File: config.mk
export PLATFORM = sky130hd
export DESIGN_NAME = dna_base_packer
export DESIGN_NICKNAME = d
export VERILOG_FILES = /design/src/rtl/dna_pkg.sv /design/src/rtl/dna_base_encoder.sv /design/src/rtl/dna_base_packer.sv
export SDC_FILE = /design/constraint.sdc
export NUM_CORES = 1
export LEC_CHECK = 0
export CAP_MARGIN = 0
export CORE_MARGIN = 5
export CORE_UTILIZATION = 35
export DETAILED_ROUTE_END_ITERATION = 8
export GPL_ROUTABILITY_DRIVEN = 0
export PLACE_DENSITY_LB_ADDON = 0.15
export SYNTH_ARGS = -nofsm -noshare
export SYNTH_HDL_FRONTEND = slang
export SYNTH_SLANG_ARGS = --single-unit
File: constraint.sdc
create_clock -name clk -period 3.4 [get_ports clk]
set_input_delay 0.34 -clock clk [delete_from_list [all_inputs] [get_ports clk]]
set_output_delay 0.34 -clock clk [all_outputs]
set_load 0.05 [all_outputs]
File: src/rtl/dna_pkg.sv
// Shared nucleotide types and ASCII decode helper for the DNA packing stages.
package dna_pkg;

    typedef enum logic [1:0] {BASE_A, BASE_C, BASE_G, BASE_T} dna_base_t;
    typedef enum logic [1:0] {ST_IDLE, ST_PACK, ST_EMIT} pack_state_t;

    localparam logic [7:0] ASCII_A_UC = 8'h41;
    localparam logic [7:0] ASCII_A_LC = 8'h61;
    localparam logic [7:0] ASCII_C_UC = 8'h43;
    localparam logic [7:0] ASCII_C_LC = 8'h63;
    localparam logic [7:0] ASCII_G_UC = 8'h47;
    localparam logic [7:0] ASCII_G_LC = 8'h67;
    localparam logic [7:0] ASCII_T_UC = 8'h54;
    localparam logic [7:0] ASCII_T_LC = 8'h74;

    function automatic void ascii_to_base(input logic [7:0] c, output dna_base_t b, output logic ok);
        b  = BASE_A;
        ok = 1'b1;
        case (c)
            ASCII_A_UC, ASCII_A_LC: b = BASE_A;
            ASCII_C_UC, ASCII_C_LC: b = BASE_C;
            ASCII_G_UC, ASCII_G_LC: b = BASE_G;
            ASCII_T_UC, ASCII_T_LC: b = BASE_T;
            default:                ok = 1'b0;
        endcase
    endfunction

endpackage

File: src/rtl/dna_base_encoder.sv
// Combinational ASCII nucleotide to 2-bit code; ok is low for anything but A/C/G/T.
module dna_base_encoder
    import dna_pkg::*;
(
    input  logic [7:0] ch,
    output logic       ok,
    output dna_base_t  base
);

    always_comb begin
        base = BASE_A;
        ok   = 1'b0;
        ascii_to_base(ch, base, ok);
    end

endmodule

File: src/rtl/dna_base_packer.sv
// Packs 2-bit nucleotide codes LSB-first into FIFO words and shadows the FIFO
// occupancy, since the FIFO itself exposes no full/empty flags.
module dna_base_packer
    import dna_pkg::*;
#(
    parameter int DATA_WIDTH = 8
) (
    input  logic                                  clk,
    input  logic                                  reset,
    input  logic                                  en,
    input  logic                                  s_valid,
    output logic                                  s_ready,
    input  logic [7:0]                            s_char,
    input  logic                                  s_last,
    input  logic [7:0]                            fifo_depth,
    input  logic                                  fifo_rd,
    output logic                                  fifo_wr,
    output logic [DATA_WIDTH-1:0]                 fifo_w_data,
    output logic [$clog2(DATA_WIDTH/2+1)-1:0]     tail_bases,
    output logic [7:0]                            level,
    output logic                                  full,
    output logic [15:0]                           invalid_cnt,
    output logic                                  busy
);

    localparam int BPW = DATA_WIDTH / 2;
    localparam int TW  = $clog2(BPW + 1);

    pack_state_t           state_reg, state_next;
    logic [DATA_WIDTH-1:0] pack_reg, pack_next;
    logic [DATA_WIDTH-1:0] pend_word_reg, pend_word_next;
    logic [DATA_WIDTH-1:0] merged_word;
    logic [TW-1:0]         idx_reg, idx_next, idx_inc;
    logic [TW-1:0]         tail_reg, tail_next;
    logic [7:0]            level_reg, level_next;
    logic [15:0]           inv_reg, inv_next;
    logic                  pend, accept, pop, complete, base_ok;
    dna_base_t             base;

    dna_base_encoder u_encoder (
        .ch   (s_char),
        .ok   (base_ok),
        .base (base)
    );

    assign pend    = (state_reg == ST_EMIT);
    assign fifo_wr = en & pend & (level_reg < fifo_depth);
    // A pending word only blocks input when it cannot drain this cycle.
    assign s_ready = en & (~pend | fifo_wr);
    assign accept  = s_valid & s_ready;
    assign pop     = en & fifo_rd & (level_reg != 8'd0);
    assign idx_inc = idx_reg + TW'(1);

    // Slot idx_reg takes the incoming base; slots above it are still zero.
    generate
        for (genvar gi = 0; gi < BPW; gi++) begin : g_merge
            assign merged_word[2*gi+1:2*gi] = (idx_reg == TW'(gi)) ? base : pack_reg[2*gi+1:2*gi];
        end
    endgenerate

    always_comb begin
        pack_next      = pack_reg;
        pend_word_next = pend_word_reg;
        idx_next       = idx_reg;
        tail_next      = tail_reg;
        inv_next       = inv_reg;
        complete       = 1'b0;
        level_next     = level_reg + {7'd0, fifo_wr} - {7'd0, pop};

        if (accept) begin
            if (base_ok) begin
                if ((idx_inc == TW'(BPW)) || s_last) begin
                    complete       = 1'b1;
                    pend_word_next = merged_word;
                    tail_next      = idx_inc;
                    pack_next      = '0;
                    idx_next       = '0;
                end else begin
                    pack_next = merged_word;
                    idx_next  = idx_inc;
                end
            end else begin
                if (inv_reg != 16'hFFFF) begin
                    inv_next = inv_reg + 16'd1;
                end
                if (s_last && (idx_reg != '0)) begin
                    complete       = 1'b1;
                    pend_word_next = pack_reg;
                    tail_next      = idx_reg;
                    pack_next      = '0;
                    idx_next       = '0;
                end
            end
        end
    end

    always_comb begin
        state_next = state_reg;
        case (state_reg)
            ST_IDLE, ST_PACK: begin
                if (complete)
                    state_next = ST_EMIT;
                else
                    state_next = (idx_next != '0) ? ST_PACK : ST_IDLE;
            end
            ST_EMIT: begin
                if (complete)
                    state_next = ST_EMIT;
                else if (fifo_wr)
                    state_next = (idx_next != '0) ? ST_PACK : ST_IDLE;
            end
            default: state_next = ST_IDLE;
        endcase
    end

    always_ff @(posedge clk or posedge reset) begin
        if (reset) begin
            state_reg     <= ST_IDLE;
            pack_reg      <= '0;
            pend_word_reg <= '0;
            idx_reg       <= '0;
            tail_reg      <= '0;
            level_reg     <= '0;
            inv_reg       <= '0;
        end else begin
            state_reg     <= state_next;
            pack_reg      <= pack_next;
            pend_word_reg <= pend_word_next;
            idx_reg       <= idx_next;
            tail_reg      <= tail_next;
            level_reg     <= level_next;
            inv_reg       <= inv_next;
        end
    end

    assign fifo_w_data = pend_word_reg;
    assign tail_bases  = tail_reg;
    assign level       = level_reg;
    assign full        = (level_reg >= fifo_depth);
    assign invalid_cnt = inv_reg;
    assign busy        = (state_reg != ST_IDLE);

endmodule

==> results of run 1 <==
-- path summary, 6_finish.rpt --
check	cells after the start	slack, ps	endpoint	startpoint
worst max-delay path	16	290	level[6]	fifo_depth[3]
worst min-delay path	1	490	fifo_w_data[0]	fifo_w_data[0]
worst max register to register	15	360	level[6]	level[5]
worst min register to register	1	490	fifo_w_data[0]	fifo_w_data[0]
max in group asynchronous	2	2100	level[7]	reset
min in group asynchronous	2	580	level[2]	reset
-- logic make-up after synthesis --
family	synth area share (%)
mux	4.89
simple gates	18.6
flops	40.1
xor+xnor	6.44
fa+ha+maj	11.5
compound gates	13.3
buf+inv	5.02
-- per-layer routing --
| metal | GRT usage (%) | share of wire, % |
|---|---|---|
| met4 | 3.94 | 1.1 |
| met3 | 3.75 | 3.8 |
| met5 | 0 | 0 |
| met2 | 21.8 | 46 |
| met1 | 18.8 | 49 |
-- cell type report --
| class | instances | area, µm² |
|---|---|---|
| sequential | 48 | 1210 |
| inverter | 34 | 128 |
| clock buffer | 6 | 82.6 |
| multi-input combinational | 219 | 1680 |
| clock inverter | 1 | 8.76 |
| fill | 818 | 4350 |
| timing repair buffer | 70 | 668 |
| tap | 105 | 131 |
-- power groups by stage --
stage | clock network [mW] | logic [mW] | registers [mW]
floorplan | 0 | 0.836 | 1.16
global placement | 0 | 1.62 | 0.866
detailed placement | 0 | 1.64 | 0.864
CTS | 0.370 | 1.65 | 0.856
global route | 0.389 | 1.77 | 0.870
finish | 0.355 | 1.63 | 0.851
-- through the flow --
stage	util [%]	area (µm²)	TNS, ps
2_1_floorplan	-	3040	0
3_3_place_gp	46.2	3820	0
3_5_place_dp	46.2	3820	-12.6
4_1_cts	47.3	3910	0
5_1_grt	47.3	3910	0
6_report	47.3	3910	0
-- cell usage in the layout, fill, tap and decap left out, types with 2 or more instances in the layout --
master                            netlist  routed
sky130_fd_sc_hd__clkdlybuf4s50_1        0      57
sky130_fd_sc_hd__dfrtp_1               48      41
sky130_fd_sc_hd__inv_1                 34      33
sky130_fd_sc_hd__nand2_1               25      25
sky130_fd_sc_hd__o21ai_0               24      24
sky130_fd_sc_hd__ha_1                  26      24
sky130_fd_sc_hd__xor2_1                15      15
sky130_fd_sc_hd__nor2_1                14      14
sky130_fd_sc_hd__buf_4                  0      13
sky130_fd_sc_hd__mux2_1                10      10
sky130_fd_sc_hd__a22o_1                 9       9
sky130_fd_sc_hd__nand3_1                8       8
sky130_fd_sc_hd__a21oi_1                8       7
sky130_fd_sc_hd__nand4_1                7       7
sky130_fd_sc_hd__xnor2_1                7       7
sky130_fd_sc_hd__dfrtp_2                0       7
sky130_fd_sc_hd__nor2b_1                6       6
sky130_fd_sc_hd__clkbuf_8               0       6
sky130_fd_sc_hd__nand2b_1               6       5
sky130_fd_sc_hd__nor3_2                 5       5
sky130_fd_sc_hd__o21ai_1                4       4
sky130_fd_sc_hd__nor4_1                 4       4
sky130_fd_sc_hd__a31oi_1                4       4
sky130_fd_sc_hd__nor2_2                 3       3
sky130_fd_sc_hd__mux2_2                 3       3
sky130_fd_sc_hd__o21a_1                 3       3
sky130_fd_sc_hd__o211ai_1               2       2
sky130_fd_sc_hd__and3_1                 2       2
sky130_fd_sc_hd__and2_1                 2       2
sky130_fd_sc_hd__or2_2                  2       2
sky130_fd_sc_hd__or3_1                  2       2
sky130_fd_sc_hd__nor4_4                 2       2
sky130_fd_sc_hd__o31ai_1                2       2
==> reports/summary.md, run 1 <==
## Route
• average detailed-routed wire length per instance: 14.2 µm
• Post-route DRC: 0
• DRC violation total after the first TritonRoute iteration: 55
• drt via density: 4.90
• number of antenna-violating nets in the routed design: 0
• number of optimization iterations in the first detailed-route pass: 4
• WL final: 6880 µm
• Vias: 2369

## Synth
• share of the yosys chip area belonging to registers: 40.1%
• Post-synth EDFFs: 0
• post-synth net total: 352
• FF+latch count, synth: 48
• proportion of register bits with asynchronous set or reset after synthesis: 100%
• Synth top area share: 40.1%
• synth cell count leaders: 48 x sky130_fd_sc_hd__dfrtp_1, 34 x sky130_fd_sc_hd__inv_1, 26 x sky130_fd_sc_hd__ha_1, 25 x sky130_fd_sc_hd__nand2_1, 24 x sky130_fd_sc_hd__o21ai_0
• cell with the most instances after synthesis: sky130_fd_sc_hd__dfrtp_1
• Post-Synthesis Mean Instance Area: 9.88 µm²
• number of distinct standard cells referenced by the synthesized netlist: 44
• synthesized instance count: 303
• combined area of all synthesized cells: 2990 µm²
• largest cells by area after synthesis: sky130_fd_sc_hd__dfrtp_1 40%, sky130_fd_sc_hd__ha_1 11%, sky130_fd_sc_hd__xor2_1 4.4%
• dominant synthesized flop cell: sky130_fd_sc_hd__dfrtp_1
• YS warnings: 0
• library cell occupying the most area in the post-synthesis netlist: sky130_fd_sc_hd__dfrtp_1

## Power
• IR drop worst, VDD: 0.000417 V
• part of the power in registers: 30.0%
• power dissipated by switching net loads: 1.31 mW
• relative contribution of the clock network to total power: 12.5%
• power share of the combinational group: 57.4%
• pwr dens: 725 nW/µm²
• internal power: 1.53 mW
• Leakage: 1.79 nW
• PnR Total Power: 2.83 mW
• fraction of power spent switching nets: 46.1%

## Min path
• worst hold-check path type: reg2reg

## Finish
• number of flip-flops in the largest register: 16
• fraction of layout cells with a size suffix above 1: 14.0%
• number of nets in the finished design: 427
• final standard cell count with taps included and fillers excluded: 483
• post-synthesis to final-layout area growth: 30.6%
• Antenna Diode Count: 0

## Timing
• unrepaired setup endpoints after global routing: false
• Final Hold Viols: 0
• final setup violation count: 0
• Max Transition Viols Final: 0
• crit path setup slack, layout: 289 ps
• achievable frequency: 0.321 GHz
• minimum hold slack: 489 ps
• final worst-path cycle share: 91.5%
• worst clock skew: 13.8 ps
• worst relative slew slack: 32.2%
• shortest period the worst path allows: 3110 ps
• worst-margin pin slew: 1020 ps

## Clock network
• clock net sink count: 48
• Max Root-Sink Buffers: 2
• number of levels in the clock H-tree: 2
• worst skew pair latency: 300 ps
• quantity of hold-fixing buffers added after cts: 0
• Clock Tree Root: sky130_fd_sc_hd__clkbuf_8
• Clock Pin Slew Worst Setup and Hold Paths: 90 ps
• TritonCTS buffer count: 5
• number of setup buffers added after CTS: 0
• CTS tree: built
• post-CTS sizing: 0

## Run
• number of maximum-capacitance violations: 0

## Outcome
• outcome: finished clean

## Die
• number of primary I/O pins: 61
• std cell rows: 33
• area enclosed by the die boundary: 10500 µm²
• starting utilization of the core area: 36.2%
• floorplan die width: 102 µm
• vertical die dimension: 102 µm
• core footprint: 8260 µm²

## Critical path
• cells along the critical path: clkdlybuf4s50_1 -> inv_1 -> ha_1 -> a21oi_1 -> nor2b_1 -> o211ai_1 -> nor3b_4 -> ha_2 -> inv_1 -> fa_2 -> nand2b_4 -> a21oi_2 -> o21ai_0 -> a21oi_1 -> nor2_1 -> xnor2_1
• kind of critical path: in2reg
• family with the most delay on the worst path: adder cells
• critical-path cell with the highest stage delay: sky130_fd_sc_hd__clkdlybuf4s50_1
• data required time at the worst endpoint: 3580 ps
• critical path peak fanout: 2
• critical path arrival: 3290 ps
• delay contributed by the slowest stage of the critical path: 460 ps
• CP startpoint kind: input port
• worst path buffer plus inverter count: 3
• kind of capture point of the worst setup path: flop

## Global routing
• GR Overflow Total: 0
• maximum number of pins on one net before global-route repair: 49
• global router's overall resource usage: 13.9%
• wire length of the first global-routing pass: 11400 µm
• via count of the first global-routing pass: 2405
• number of antenna violations at the first check in global routing: 0

## Placement
• total instance count after detailed placement: 476
• count of input and output buffers: 59
• post-placement worst setup slack: -12.6 ps
• placed wire-length estimate after detailed placement: 5330 µm

Note: power is estimated with default switching activity, not from simulation.
==> run 2, diff against run 1 <==
Settings changed: CORE_UTILIZATION 35 to 52, SYNTH_HIERARCHICAL from default to 1.
==> run 2 against run 1 <==
Net effect:
- non-clock buffer count shrank 8
- synthesized cell count down 1.7%
- combinational power fell by 6%
- synthesized area rose by 0.71%
- wire length shrank 8.1%
- first-iteration DRC count grew 87%
- critical path depth grew 1
- register-to-register slack better by 20 ps
- sequential cell count stayed put
- final cell count fell by 11%
- critical endpoint unchanged
- largest power group unchanged
- highest routed layer unchanged
==> reports/summary.md, run 2 <==
## Clock network
• quantity of hold-fixing buffers added after cts: 0
• Clock Pin Slew Worst Setup and Hold Paths: 90 ps
• CTS tree: built
• TritonCTS buffer count: 5
• clock net sink count: 48
• post-CTS sizing: 0
• number of levels in the clock H-tree: 2
• Clock Tree Root: sky130_fd_sc_hd__clkbuf_8
• Max Root-Sink Buffers: 2
• number of setup buffers added after CTS: 0
• worst skew pair latency: 300 ps

## Critical path
• RR Startpoint: level[5]
• internal reg-to-reg setup slack: 380 ps
• r2r endpoint: level[6]
• CP startpoint kind: input port
• cells along the critical path: clkdlybuf4s50_1 -> inv_1 -> ha_4 -> a211oi_2 -> nor2_1 -> nor2_1 -> o211ai_1 -> nor3b_4 -> ha_2 -> inv_1 -> fa_2 -> nand2b_1 -> a21oi_2 -> o21ai_0 -> a21oi_1 -> nor2_1 -> xnor2_1
• delay contributed by the slowest stage of the critical path: 450 ps
• worst path buffer plus inverter count: 3
• cells on worst reg2reg path: 15
• Critical Path Stages: 17
• critical path peak fanout: 3
• data required time at the worst endpoint: 3590 ps
• kind of capture point of the worst setup path: flop
• Top cell by count, worst path: sky130_fd_sc_hd__nor2_1
• critical-path cell with the highest stage delay: sky130_fd_sc_hd__clkdlybuf4s50_1
• kind of critical path: in2reg
• critical path arrival: 3270 ps
• family with the most delay on the worst path: compound AO/OA/AOI/OAI gates

## Finish
• post-route design area: 3860 µm²
• Antenna Diode Count: 0
• area of combinational cells with multiple inputs: 1720 µm²
• number of flip-flops in the largest register: 16
• most used cells in the layout excluding fill and tap cells: 56 x sky130_fd_sc_hd__clkdlybuf4s50_1, 40 x sky130_fd_sc_hd__dfrtp_1, 28 x sky130_fd_sc_hd__inv_1
• number of fill cells in the layout: 417
• share of the core filled with cells: 69.3%
• commonest non-fill, non-tap cell in the layout: sky130_fd_sc_hd__clkdlybuf4s50_1
• area used by sequential logic in the layout: 1210 µm²
• fraction of layout cells with a size suffix above 1: 15.3%
• number of nets in the finished design: 406
• post-synthesis to final-layout area growth: 28.2%

## Global routing
• wire length of the first global-routing pass: 11100 µm
• maximum number of pins on one net before global-route repair: 49
• GR Overflow Total: 0
• number of antenna violations at the first check in global routing: 0
• global router's overall resource usage: 18.4%
• via count of the first global-routing pass: 2411

## Route
• number of antenna-violating nets in the routed design: 0
• WL final: 6320 µm
• Post-route DRC: 0
• number of optimization iterations in the first detailed-route pass: 4
• drt via density: 5.45
• Vias: 2351
• DRC violation total after the first TritonRoute iteration: 103
• average detailed-routed wire length per instance: 14.7 µm

## Timing
• unrepaired setup endpoints after global routing: false
• Max Transition Viols Final: 0
• summed negative setup slack over all endpoints: 0 ps
• shortest period the worst path allows: 3090 ps
• worst relative slew slack: 34.0%
• final setup violation count: 0
• Final Hold Viols: 0
• worst-margin pin slew: 988 ps
• final worst-path cycle share: 90.9%
• achievable frequency: 0.324 GHz
• worst clock skew: 7.00 ps

## Power
• Leakage: 1.80 nW
• pwr dens: 735 nW/µm²
• IR drop worst, VDD: 0.000736 V

## Run
• number of maximum-capacitance violations: 0

## Synth
• Synth top area share: 39.9%
• YS warnings: 6
• number of distinct standard cells referenced by the synthesized netlist: 48
• combined area of all synthesized cells: 3010 µm²
• proportion of register bits with asynchronous set or reset after synthesis: 100%
• share of the yosys chip area belonging to registers: 39.9%
• synthesized instance count: 298
• Post-synth EDFFs: 0
• largest cells by area after synthesis: sky130_fd_sc_hd__dfrtp_1 40%, sky130_fd_sc_hd__ha_1 10%, sky130_fd_sc_hd__xor2_1 4.4%
• Post-Synthesis Mean Instance Area: 10.1 µm²
• dominant synthesized flop cell: sky130_fd_sc_hd__dfrtp_1
• FF+latch count, synth: 48
• library cell occupying the most area in the post-synthesis netlist: sky130_fd_sc_hd__dfrtp_1
• cell with the most instances after synthesis: sky130_fd_sc_hd__dfrtp_1
• synth cell count leaders: 48 x sky130_fd_sc_hd__dfrtp_1, 29 x sky130_fd_sc_hd__inv_1, 25 x sky130_fd_sc_hd__ha_1, 16 x sky130_fd_sc_hd__nand2_1, 15 x sky130_fd_sc_hd__xor2_1
• post-synth net total: 346

## Die
• area enclosed by the die boundary: 7420 µm²
• starting utilization of the core area: 54.1%
• floorplan die width: 86.1 µm
• std cell rows: 27
• vertical die dimension: 86.1 µm
• number of primary I/O pins: 61
• core footprint: 5570 µm²

## Placement
• placed wire-length estimate after detailed placement: 4740 µm
• count of input and output buffers: 59
• standard cell area after detailed placement: 3740 µm²

## Min path
• Hold Path Origin: pack_reg[6]
• hold path endpoint: pack_reg[6]
• Hold Path Stages: 1
• worst hold-check path type: reg2reg

## Outcome
• outcome: finished clean

[run 2: routing by layer]
metal / global-route usage (%) / wire [µm]
met5: 0 / 0
met3: 3.84 / 283
met2: 30.1 / 3000
met1: 25.3 / 2990
met4: 3.88 / 48
[run 2: power breakdown]
part | leakage, nW | total (mW) | internal, mW | switching [mW]
clock network | 0.0645 | 0.449 | 0.260 | 0.190
registers | 0.620 | 0.848 | 0.704 | 0.143
logic | 1.11 | 1.54 | 0.610 | 0.931
total | 1.80 | 2.84 | 1.57 | 1.26
[run 2: how the worst max path moves through the flow]
stage / slack, ps / end / start
floorplan: 5 / level[6] / level[5]
global placement: 60 / level[6] / fifo_depth[5]
detailed placement: 20 / level[6] / fifo_depth[5]
CTS: 310 / level[6] / fifo_depth[5]
global route: 60 / level[6] / fifo_depth[5]
finish: 310 / level[6] / fifo_depth[5]
[run 2: cell type report]
class	count	area share, %
clock buffer	7	2.49
sequential	48	31.3
multi-input combinational	212	44.6
clock inverter	1	0.777
inverter	29	2.82
timing repair buffer	62	15.7
tap	72	2.33
[run 2: through the flow]
step	worst slack (ps)	instances	hold slack [ps]	total power, mW
2_1_floorplan	5.10	298	447	1.96
3_3_place_gp	55.4	423	465	2.37
3_5_place_dp	16.8	423	465	2.41
4_1_cts	313	431	490	2.87
5_1_grt	57.3	431	525	3.04
6_report	311	431	492	2.84
[run 2: cell families (layout without fill, tap and decap cells)]
family,count (synthesis),in the layout,share of synthesized area [%]
muxes,21,21,8.68
buffers and inverters,38,99,5.02
DFF,48,48,39.9
and+or+nand+nor,93,93,17.7
AOI/OAI and AO/OA,50,50,11.3
xor gates and xnor gates,22,22,6.39
adders and majority gates,26,26,11.0
==> run 3, diff against run 2 <==
Settings changed: CELL_PAD_IN_SITES_DETAIL_PLACEMENT from default to 1, CELL_PAD_IN_SITES_GLOBAL_PLACEMENT from default to 1, CORE_UTILIZATION 52 to 40, GPL_TIMING_DRIVEN from default to 0.
==> run 3 against run 2 <==
Net effect:
- first-iteration DRC count shrank 17%
- sequential power grew 0.9%
- critical endpoint is now fifo_wr
- fmax shrank 4.9%
- final area grew 1.7%
- largest power group unchanged
- core utilization shrank 15 points
- non-clock buffer count grew 8
==> reports/summary.md, run 3 (synthesized netlist as in run 2, its figures left out) <==
## Timing
• achievable frequency: 0.308 GHz
• Final Hold Viols: 0
• minimum hold slack: 283 ps
• worst relative slew slack: 44.7%
• worst-margin pin slew: 823 ps
• shortest period the worst path allows: 3250 ps
• Max Transition Viols Final: 0
• worst clock skew: 14.5 ps
• final setup violation count: 0
• final worst-path cycle share: 95.5%
• crit path setup slack, layout: 153 ps

## Route
• drt via density: 5.24
• WL final: 7400 µm
• DRC violation total after the first TritonRoute iteration: 85
• Post-route DRC: 0
• number of antenna-violating nets in the routed design: 0
• Vias: 2436
• average detailed-routed wire length per instance: 15.9 µm
• number of optimization iterations in the first detailed-route pass: 4

## Placement
• count of input and output buffers: 59
• placed wire-length estimate after detailed placement: 5840 µm
• post-placement worst setup slack: -131 ps

## Die
• number of primary I/O pins: 61
• floorplan die width: 96.8 µm
• vertical die dimension: 96.8 µm
• starting utilization of the core area: 41.3%
• area enclosed by the die boundary: 9370 µm²
• std cell rows: 31
• core footprint: 7290 µm²

## Clock network
• quantity of hold-fixing buffers added after cts: 0
• Max Root-Sink Buffers: 2
• worst skew pair latency: 300 ps
• Clock Tree Root: sky130_fd_sc_hd__clkbuf_8
• number of levels in the clock H-tree: 2
• clock net sink count: 48
• CTS tree: built
• TritonCTS buffer count: 5
• Clock Pin Slew Worst Setup and Hold Paths: 90 ps

## Critical path
• CP startpoint: fifo_depth[5]
• data required time at the worst endpoint: 3060 ps
• critical-path cell with the highest stage delay: sky130_fd_sc_hd__clkdlybuf4s50_1
• cells along the critical path: clkdlybuf4s50_1 -> inv_1 -> ha_4 -> a211oi_2 -> nor2_1 -> nor2_1 -> o211ai_1 -> buf_4 -> nor3b_4 -> clkdlybuf4s50_1
• RR Startpoint: level[5]
• delay contributed by the slowest stage of the critical path: 860 ps
• critical path arrival: 2910 ps
• kind of critical path: in2out
• family with the most delay on the worst path: buffers and inverters
• kind of capture point of the worst setup path: output port
• CP startpoint kind: input port
• worst path buffer plus inverter count: 4
• critical path peak fanout: 4

## Global routing
• GR Overflow Total: 0
• global router's overall resource usage: 16.6%
• number of antenna violations at the first check in global routing: 0
• maximum number of pins on one net before global-route repair: 39
• via count of the first global-routing pass: 2569
• wire length of the first global-routing pass: 13000 µm

## Min path
• worst hold-check path type: in2async

## Power
• pwr dens: 721 nW/µm²
• IR drop worst, VDD: 0.000206 V
• Leakage: 1.80 nW

## Finish
• Antenna Diode Count: 0
• number of flip-flops in the largest register: 16
• post-synthesis to final-layout area growth: 30.4%
• most used cells in the layout excluding fill and tap cells: 58 x sky130_fd_sc_hd__clkdlybuf4s50_1, 40 x sky130_fd_sc_hd__dfrtp_1, 28 x sky130_fd_sc_hd__inv_1
• number of nets in the finished design: 414
• fraction of layout cells with a size suffix above 1: 13.9%
• commonest non-fill, non-tap cell in the layout: sky130_fd_sc_hd__clkdlybuf4s50_1

## Run
• number of maximum-capacitance violations: 0

## Outcome
• outcome: finished clean

[run 3: changes by cell type in the layout (fill, tap and decap cells not counted)]
| cell | before | now |
|---|---|---|
| sky130_fd_sc_hd__buf_4 | 6 | 1 |
| sky130_fd_sc_hd__buf_2 | 0 | 1 |
| sky130_fd_sc_hd__clkbuf_8 | 7 | 5 |
| sky130_fd_sc_hd__dlymetal6s2s_1 | 0 | 1 |
| sky130_fd_sc_hd__clkbuf_1 | 0 | 6 |
| sky130_fd_sc_hd__buf_1 | 0 | 2 |
| sky130_fd_sc_hd__clkdlybuf4s50_1 | 56 | 58 |
| sky130_fd_sc_hd__buf_6 | 0 | 1 |
| sky130_fd_sc_hd__buf_12 | 0 | 1 |
[run 3: repair_timing]
action                                 CTS  global route
setup buffers                            0             1
gates resized for setup                  0             1
endpoints found under the hold margin    0             0
setup endpoints to repair                0             3
[run 3: power breakdown]
part           total [mW]  internal (mW)  switching (mW)
clock network       0.404          0.216           0.188
registers           0.856          0.704           0.152
logic                1.57          0.619           0.953
[run 3: layout make-up]
cell class	count	area [µm²]
clock buffer	6	72.6
inverter	29	109
multi-input combinational	212	1720
fill	839	3360
tap	99	124
sequential	48	1210
timing repair buffer	61	621
buffer	9	42.5
clock inverter	1	30.0
[run 3: final timing paths]
path	endpoint	slack [ps]	cells after the start
setup / recovery	fifo_wr	150	10
hold / removal	invalid_cnt[0]	280	2
setup reg to reg	level[6]	240	16
hold reg to reg	pack_reg[7]	490	1
max in group asynchronous	level[1]	2620	3
min in group clk	pack_reg[7]	490	1
[run 3: per-layer routing]
| metal | share of wire [%] | up-vias | global-route usage [%] |
|---|---|---|---|
| li1 | - | 1176 | - |
| met1 | 48 | 1215 | 22.3 |
| met2 | 48 | 39 | 27.0 |
| met3 | 3.1 | 6 | 3.88 |
| met4 | 1.1 | 0 | 4.21 |
| met5 | 0 | - | 0 |
[run 3: through the flow]
stage | instance area (µm²) | TNS [ps] | util (%) | power [mW] | cells
floorplan | 3080 | 0 | - | 1.96 | 298
global placement | 3800 | -105 | 52.1 | 2.39 | 456
detailed placement | 3820 | -161 | 52.4 | 2.45 | 457
CTS | 3920 | 0 | 53.8 | 2.86 | 464
global route | 3930 | -25.0 | 53.9 | 3.06 | 465
finish | 3930 | 0 | 53.9 | 2.83 | 465
[run 3: worst reg2reg max path, stage by stage (launching register included)]
cell                       delay [ps]
sky130_fd_sc_hd__dfrtp_2          470
sky130_fd_sc_hd__ha_4             270
sky130_fd_sc_hd__a211oi_2         240
sky130_fd_sc_hd__nor2_1            80
sky130_fd_sc_hd__nor2_1           130
sky130_fd_sc_hd__o211ai_1         120
sky130_fd_sc_hd__buf_4            180
sky130_fd_sc_hd__nor3b_4          210
sky130_fd_sc_hd__ha_2             210
sky130_fd_sc_hd__inv_1             50
sky130_fd_sc_hd__fa_2             340
sky130_fd_sc_hd__nand2b_1         170
sky130_fd_sc_hd__a21oi_2          140
sky130_fd_sc_hd__o21ai_0           90
sky130_fd_sc_hd__a21oi_1          150
sky130_fd_sc_hd__nor2_1            70
sky130_fd_sc_hd__xnor2_1          120
